--- config.mk ---
export PLATFORM = sky130hd
export DESIGN_NAME = pwm_demod
export DESIGN_NICKNAME = d
export VERILOG_FILES = /design/src/rtl/soundgen_pkg.sv /design/src/rtl/sync_2ff.sv /design/src/rtl/pwm_demod.sv
export SDC_FILE = /design/constraint.sdc
export NUM_CORES = 1
export LEC_CHECK = 0
export BUFFER_PORTS_ARGS = -buffer_cell sky130_fd_sc_hd__buf_4
export CORE_AREA = 2 2 72 46
export CTS_CLUSTER_DIAMETER = 50
export DETAILED_ROUTE_END_ITERATION = 16
export DIE_AREA = 0 0 74 48
export PLACE_DENSITY = 0.72
export SYNTH_ARGS = -nofsm -noshare
export SYNTH_HDL_FRONTEND = slang
export SYNTH_SLANG_ARGS = --single-unit
--- constraint.sdc ---
create_clock -name clk -period 1.9 [get_ports clk]
set_input_delay 0 -clock clk [delete_from_list [all_inputs] [get_ports clk]]
set_output_delay 0 -clock clk [all_outputs]
set_load 0.05 [all_outputs]
--- src/rtl/soundgen_pkg.sv ---
// Shared definitions for the soundgen PWM blocks.
//   N_DEFAULT     : default sample width in bits
//   FRAME_LEN     : PWM frame length in clocks for the default width (2^N)
//   demod_state_t : decoder state encoding {ACQ, LOCK}
package soundgen_pkg;

    localparam int N_DEFAULT = 8;
    localparam int FRAME_LEN = 2 ** N_DEFAULT;

    typedef enum logic {
        ACQ  = 1'b0,
        LOCK = 1'b1
    } demod_state_t;

endpackage

--- src/rtl/sync_2ff.sv ---
// Two-flop synchronizer for a single asynchronous bit.
//   clk   : destination clock
//   rst_n : asynchronous active-low reset, both flops clear to 0
//   d     : asynchronous input
//   q     : synchronized output, two clocks after d
module sync_2ff (
    input  logic clk,
    input  logic rst_n,
    input  logic d,
    output logic q
);

    logic meta;

    always_ff @(posedge clk or negedge rst_n) begin
        if (!rst_n) begin
            meta <= 1'b0;
            q    <= 1'b0;
        end else begin
            meta <= d;
            q    <= meta;
        end
    end

endmodule

--- src/rtl/pwm_demod.sv ---
// PWM demodulator: recovers the duty value (high clocks per 2^N-clock
// frame) from the soundgen DAC PWM stream.
//   clk          : system clock, rising edge
//   rst_n        : asynchronous active-low reset
//   en           : decoder enable; low forces ACQ
//   pwm_in       : asynchronous PWM stream
//   sample       : last decoded duty value (saturates at 2^N-1)
//   sample_valid : one-cycle pulse when sample updates
//   locked       : high while in LOCK
//   sync_err     : one-cycle pulse on a rise in the middle of a frame
//   sat          : with sample_valid, frame was high for all 2^N clocks
module pwm_demod
    import soundgen_pkg::*;
#(
    parameter int N        = N_DEFAULT,
    parameter int SAT_FLAG = 1
) (
    input  logic         clk,
    input  logic         rst_n,
    input  logic         en,
    input  logic         pwm_in,
    output logic [N-1:0] sample,
    output logic         sample_valid,
    output logic         locked,
    output logic         sync_err,
    output logic         sat
);

    localparam logic [N-1:0] PHASE_LAST = {N{1'b1}};
    localparam logic [N-1:0] PHASE_ONE  = {{(N-1){1'b0}}, 1'b1};
    localparam logic [N:0]   HCNT_ONE   = {{N{1'b0}}, 1'b1};
    localparam logic [N:0]   FULL_COUNT = {1'b1, {N{1'b0}}};

    logic         s;
    logic         s_d;
    logic         rise;
    demod_state_t state;
    demod_state_t state_next;
    logic [N-1:0] phase;
    logic [N-1:0] phase_next;
    logic [N:0]   hcnt;
    logic [N:0]   hcnt_next;
    logic [N:0]   frame_sum;
    logic [N-1:0] sample_next;
    logic         valid_next;
    logic         err_next;
    logic         sat_next;

    sync_2ff u_sync (
        .clk   (clk),
        .rst_n (rst_n),
        .d     (pwm_in),
        .q     (s)
    );

    assign rise = s & ~s_d;

    // High count including the current clock; at most 2^N, so N+1 bits suffice.
    assign frame_sum = hcnt + {{N{1'b0}}, s};

    assign locked = (state == LOCK);

    // Next-state and output decode. A rise is only an error strictly inside
    // a frame: at phase 0 it is the expected frame start, and at the last
    // phase frame completion takes priority so the two never collide.
    always_comb begin
        state_next  = state;
        phase_next  = phase;
        hcnt_next   = hcnt;
        sample_next = sample;
        valid_next  = 1'b0;
        err_next    = 1'b0;
        sat_next    = 1'b0;
        if (!en) begin
            state_next = ACQ;
            phase_next = '0;
            hcnt_next  = '0;
        end else begin
            case (state)
                ACQ: begin
                    phase_next = '0;
                    hcnt_next  = '0;
                    if (rise) begin
                        state_next = LOCK;
                        phase_next = PHASE_ONE;
                        hcnt_next  = HCNT_ONE;
                    end
                end
                LOCK: begin
                    if (rise && (phase != '0) && (phase != PHASE_LAST)) begin
                        err_next   = 1'b1;
                        phase_next = PHASE_ONE;
                        hcnt_next  = HCNT_ONE;
                    end else if (phase == PHASE_LAST) begin
                        sample_next = frame_sum[N] ? PHASE_LAST : frame_sum[N-1:0];
                        valid_next  = 1'b1;
                        sat_next    = (SAT_FLAG != 0) && (frame_sum == FULL_COUNT);
                        phase_next  = '0;
                        hcnt_next   = '0;
                    end else begin
                        phase_next = phase + PHASE_ONE;
                        hcnt_next  = frame_sum;
                    end
                end
                default: begin
                    state_next = ACQ;
                    phase_next = '0;
                    hcnt_next  = '0;
                end
            endcase
        end
    end

    // All state and every output (besides the state decode for locked)
    // are registered here.
    always_ff @(posedge clk or negedge rst_n) begin
        if (!rst_n) begin
            state        <= ACQ;
            s_d          <= 1'b0;
            phase        <= '0;
            hcnt         <= '0;
            sample       <= '0;
            sample_valid <= 1'b0;
            sync_err     <= 1'b0;
            sat          <= 1'b0;
        end else begin
            state        <= state_next;
            s_d          <= s;
            phase        <= phase_next;
            hcnt         <= hcnt_next;
            sample       <= sample_next;
            sample_valid <= valid_next;
            sync_err     <= err_next;
            sat          <= sat_next;
        end
    end

endmodule

==> impl_metrics.env <==
export IMPL_gp_congestion=0.886
export IMPL_slew_headroom=0.712
export IMPL_num_rows=15
export IMPL_top_register="hcnt"
export IMPL_tns_ns=-1.43
export IMPL_grt_pass1_vias=1049
export IMPL_dpl_hpwl_um=2160
export IMPL_dr_pass1_iters=4
export IMPL_die_width_um=74
export IMPL_coreArea_um2=2830
export IMPL_syn2layout_area_growth_pct=35.5
export IMPL_synthesis_instances=129
export IMPL_intPower_mw=0.990
export IMPL_synthesis_area_um2=1430
export IMPL_dpl_cell_area_um2=1720
export IMPL_setup_ws_ns=-0.205
export IMPL_cp_cell_sequence="inv_2, ha_4, or4b_4, o41ai_4, or3b_4, and2b_2"
export IMPL_grt_max_degree=33
export IMPL_avgViaCountPerCell=5.18
export IMPL_insertedDiodeCount=0
export IMPL_p_per_area_nw_per_um2=664
export IMPL_seq_power_share=0.542
export IMPL_maxCapViolations=0
export IMPL_reg_largest_list="hcnt: 9 flops, phase: 8 flops, sample: 8 flops"
export IMPL_power_share_clock=0.384
export IMPL_grt_pass1_wl_um=4960
export IMPL_cts_made_buffers=5
export IMPL_cts_tree="built"
export IMPL_n_fill_cell=217
export IMPL_skew_ns=0.00605
export IMPL_clk_pin_slew_ns=0.07
export IMPL_cts_root_buf="clkbuf_8"
export IMPL_slew_violations=0
export IMPL_setup_viol=14
export IMPL_worstSetupPathType="reg2reg"
export IMPL_ys_seq_area_frac=0.561
export IMPL_dieArea_um2=3550
export IMPL_slowest_stage="or3b_4"
export IMPL_cp_required_ns=2.13
export IMPL_slowest_delay_ns=0.48
export IMPL_fin_crit_sh=1.11
export IMPL_hold_violations=0
export IMPL_yosysWarningCount=0
export IMPL_antenna_found_initial=0
export IMPL_drive_above_1_share=0.368
export IMPL_ys_ff_latch=32
export IMPL_fp_dieH_um=48
export IMPL_pin_count=16
export IMPL_groute_usage_overall=0.206
export IMPL_switchingPower_mw=0.294
export IMPL_route_detailed_drc=0
export IMPL_avgSynthCellArea_um2=11.1
export IMPL_cp_end_kind="flop"
export IMPL_clockBufferDepth=2
export IMPL_combPwrFrac=0.074
export IMPL_start_util=0.504
export IMPL_fin_hold_ws_ns=0.186
export IMPL_max_clock_freq_ghz=0.475
export IMPL_switching_share=0.229
export IMPL_power_mw=1.28
export IMPL_outcome="finished, violations left"
export IMPL_crit_path_start_kind="flop"
export IMPL_arrival_ns=2.33
export IMPL_violations="negative setup slack"
export IMPL_clock_latency_ns=0.28
export IMPL_port_buffers=15
export IMPL_wl_um=3220
export IMPL_tightest_slew_ns=0.429
export IMPL_largest_reg_flops=9
export IMPL_final_core_util=0.683
export IMPL_peakVddDrop_mv=0.454
export IMPL_rsz0062_at_grt="yes"
export IMPL_ant_nets=0
export IMPL_synth_nets=137
export IMPL_cp_max_fo=7
export IMPL_nets=181
export IMPL_clock_sinks=32
export IMPL_ys_types=30
export IMPL_cellLeakagePower_nw=0.907
export IMPL_htreeDepth=2
export IMPL_via_count=1119
export IMPL_drtIter0Drc=73
export IMPL_postLayoutCellArea_um2=1930
export IMPL_fin_crit_ns=2.10
export IMPL_hold_path_class="in2async"
export IMPL_grt_remaining_overflow=0
export IMPL_wl_per_cell_um=14.9
-- power groups by stage --
stage | Clock [mW] | Combinational (mW) | Sequential (mW)
4_1_cts | 0.512 | 0.0868 | 0.696
3_3_place_gp | 0 | 0.0745 | 0.707
5_1_grt | 0.535 | 0.105 | 0.697
6_report | 0.493 | 0.0947 | 0.696
3_5_place_dp | 0 | 0.0768 | 0.708
2_1_floorplan | 0 | 0.0341 | 0.713
-- synth_stat cells --
cell type / n / area, µm²
and2b_2: 1 / 8.76
a21oi_1: 2 / 10.0
buf_6: 1 / 11.3
xor2_1: 9 / 78.8
nand4_1: 2 / 12.5
and2_1: 2 / 12.5
and3_2: 1 / 7.51
ha_1: 4 / 50.1
or4b_4: 1 / 13.8
nor2b_1: 2 / 12.5
clkbuf_1: 1 / 3.75
or3b_2: 1 / 8.76
or3_1: 1 / 6.26
dfrtp_1: 32 / 801
nor2_1: 22 / 82.6
o22a_1: 3 / 26.3
nor4_2: 1 / 12.5
nand2_1: 8 / 30.0
inv_1: 4 / 15.0
o21ai_0: 1 / 5.00
o41ai_4: 1 / 27.5
or3b_4: 1 / 11.3
a31oi_1: 5 / 31.3
nor3b_1: 1 / 7.51
nor4_1: 2 / 12.5
nor3_1: 4 / 20.0
xnor2_1: 4 / 35.0
o2111ai_1: 1 / 8.76
o21a_1: 4 / 30.0
nand3_1: 7 / 35.0
-- cell type report --
type,instances,area (µm²),share of cell area
Multi-Input combinational cell,92,691,0.357
Inverter,4,15.0,0.00776
Sequential cell,32,802,0.415
Clock buffer,7,76.3,0.0395
Timing Repair Buffer,38,293,0.151
Clock inverter,1,5.00,0.00259
Tap cell,42,52.6,0.0272
-- cells in the final DEF (no fill, tap or decap), drive strengths merged --
master        n
nand3         7
clkbuf        7
xor2          9
ha            4
nand4         2
o21ai         1
nor3          4
o22a          3
clkinv        1
and2          2
nor4          3
a21oi         2
or4b          1
dlygate4sd3   3
o21a          4
or3           1
and3          1
and2b         1
inv           4
o41ai         1
buf          35
a31oi         5
o2111ai       1
nand2         8
nor3b         1
xnor2         4
nor2b         2
or3b          3
dfrtp        32
nor2         22
-- timing repair --
action                                  in CTS  in global routing
hold buffers                                 3                  0
endpoints found under the hold margin       36                  0
buffers inserted                             1                  2
gates resized for setup                      5                 13
pin swaps                                    5                  8
endpoints found under the setup margin      18                 21
cloned                                       1                  0
-- worst paths after layout --
path | startpoint | end | slack, ns | depth (start not counted)
min | rst_n | hcnt[0] | 0.19 | 2
max in group asynchronous | rst_n | locked | 1.42 | 2
min reg2reg | u_sync.meta | u_sync.q | 0.36 | 0
min in group clk | u_sync.meta | u_sync.q | 0.36 | 0
max reg2reg | phase[0] | hcnt[2] | -0.20 | 6
max | phase[0] | hcnt[2] | -0.20 | 6
-- worst max-delay path, delay by kind of cell (launching register included) --
kind | cells | cell delay [ns]
flip-flops | 1 | 0.40
AO/OA/AOI/OAI | 1 | 0.27
AND/OR/NAND/NOR | 3 | 1.17
buffers and inverters | 1 | 0.08
adder cells (fa/ha/maj) | 1 | 0.12
-- kinds of logic after synthesis --
family,count (synthesis),share of synthesized area
buffers and inverters,6,0.0210
adder cells (fa/ha/maj),4,0.0351
XOR/XNOR,13,0.0798
AND/OR/NAND/NOR,57,0.206
AO/OA/AOI/OAI,17,0.0973
flip-flops,32,0.561
-- through the flow --
stage / setup WS [ns] / instances
6_report: -0.205 / 216
5_1_grt: -0.257 / 216
4_1_cts: -0.210 / 214
3_5_place_dp: -0.229 / 201
3_3_place_gp: -0.136 / 201
2_1_floorplan: -0.146 / 129
-- metal layers --
| layer | GRT usage | wire [µm] | vias up | share of wire |
|---|---|---|---|---|
| li1 | - | - | 536 | - |
| met1 | 0.276 | 1520 | 552 | 0.47 |
| met2 | 0.296 | 1500 | 26 | 0.47 |
| met3 | 0.0758 | 138 | 5 | 0.043 |
| met4 | 0.113 | 56 | 0 | 0.017 |
| met5 | 0 | 0 | - | 0 |
Note: power is estimated with default switching activity, not from simulation.
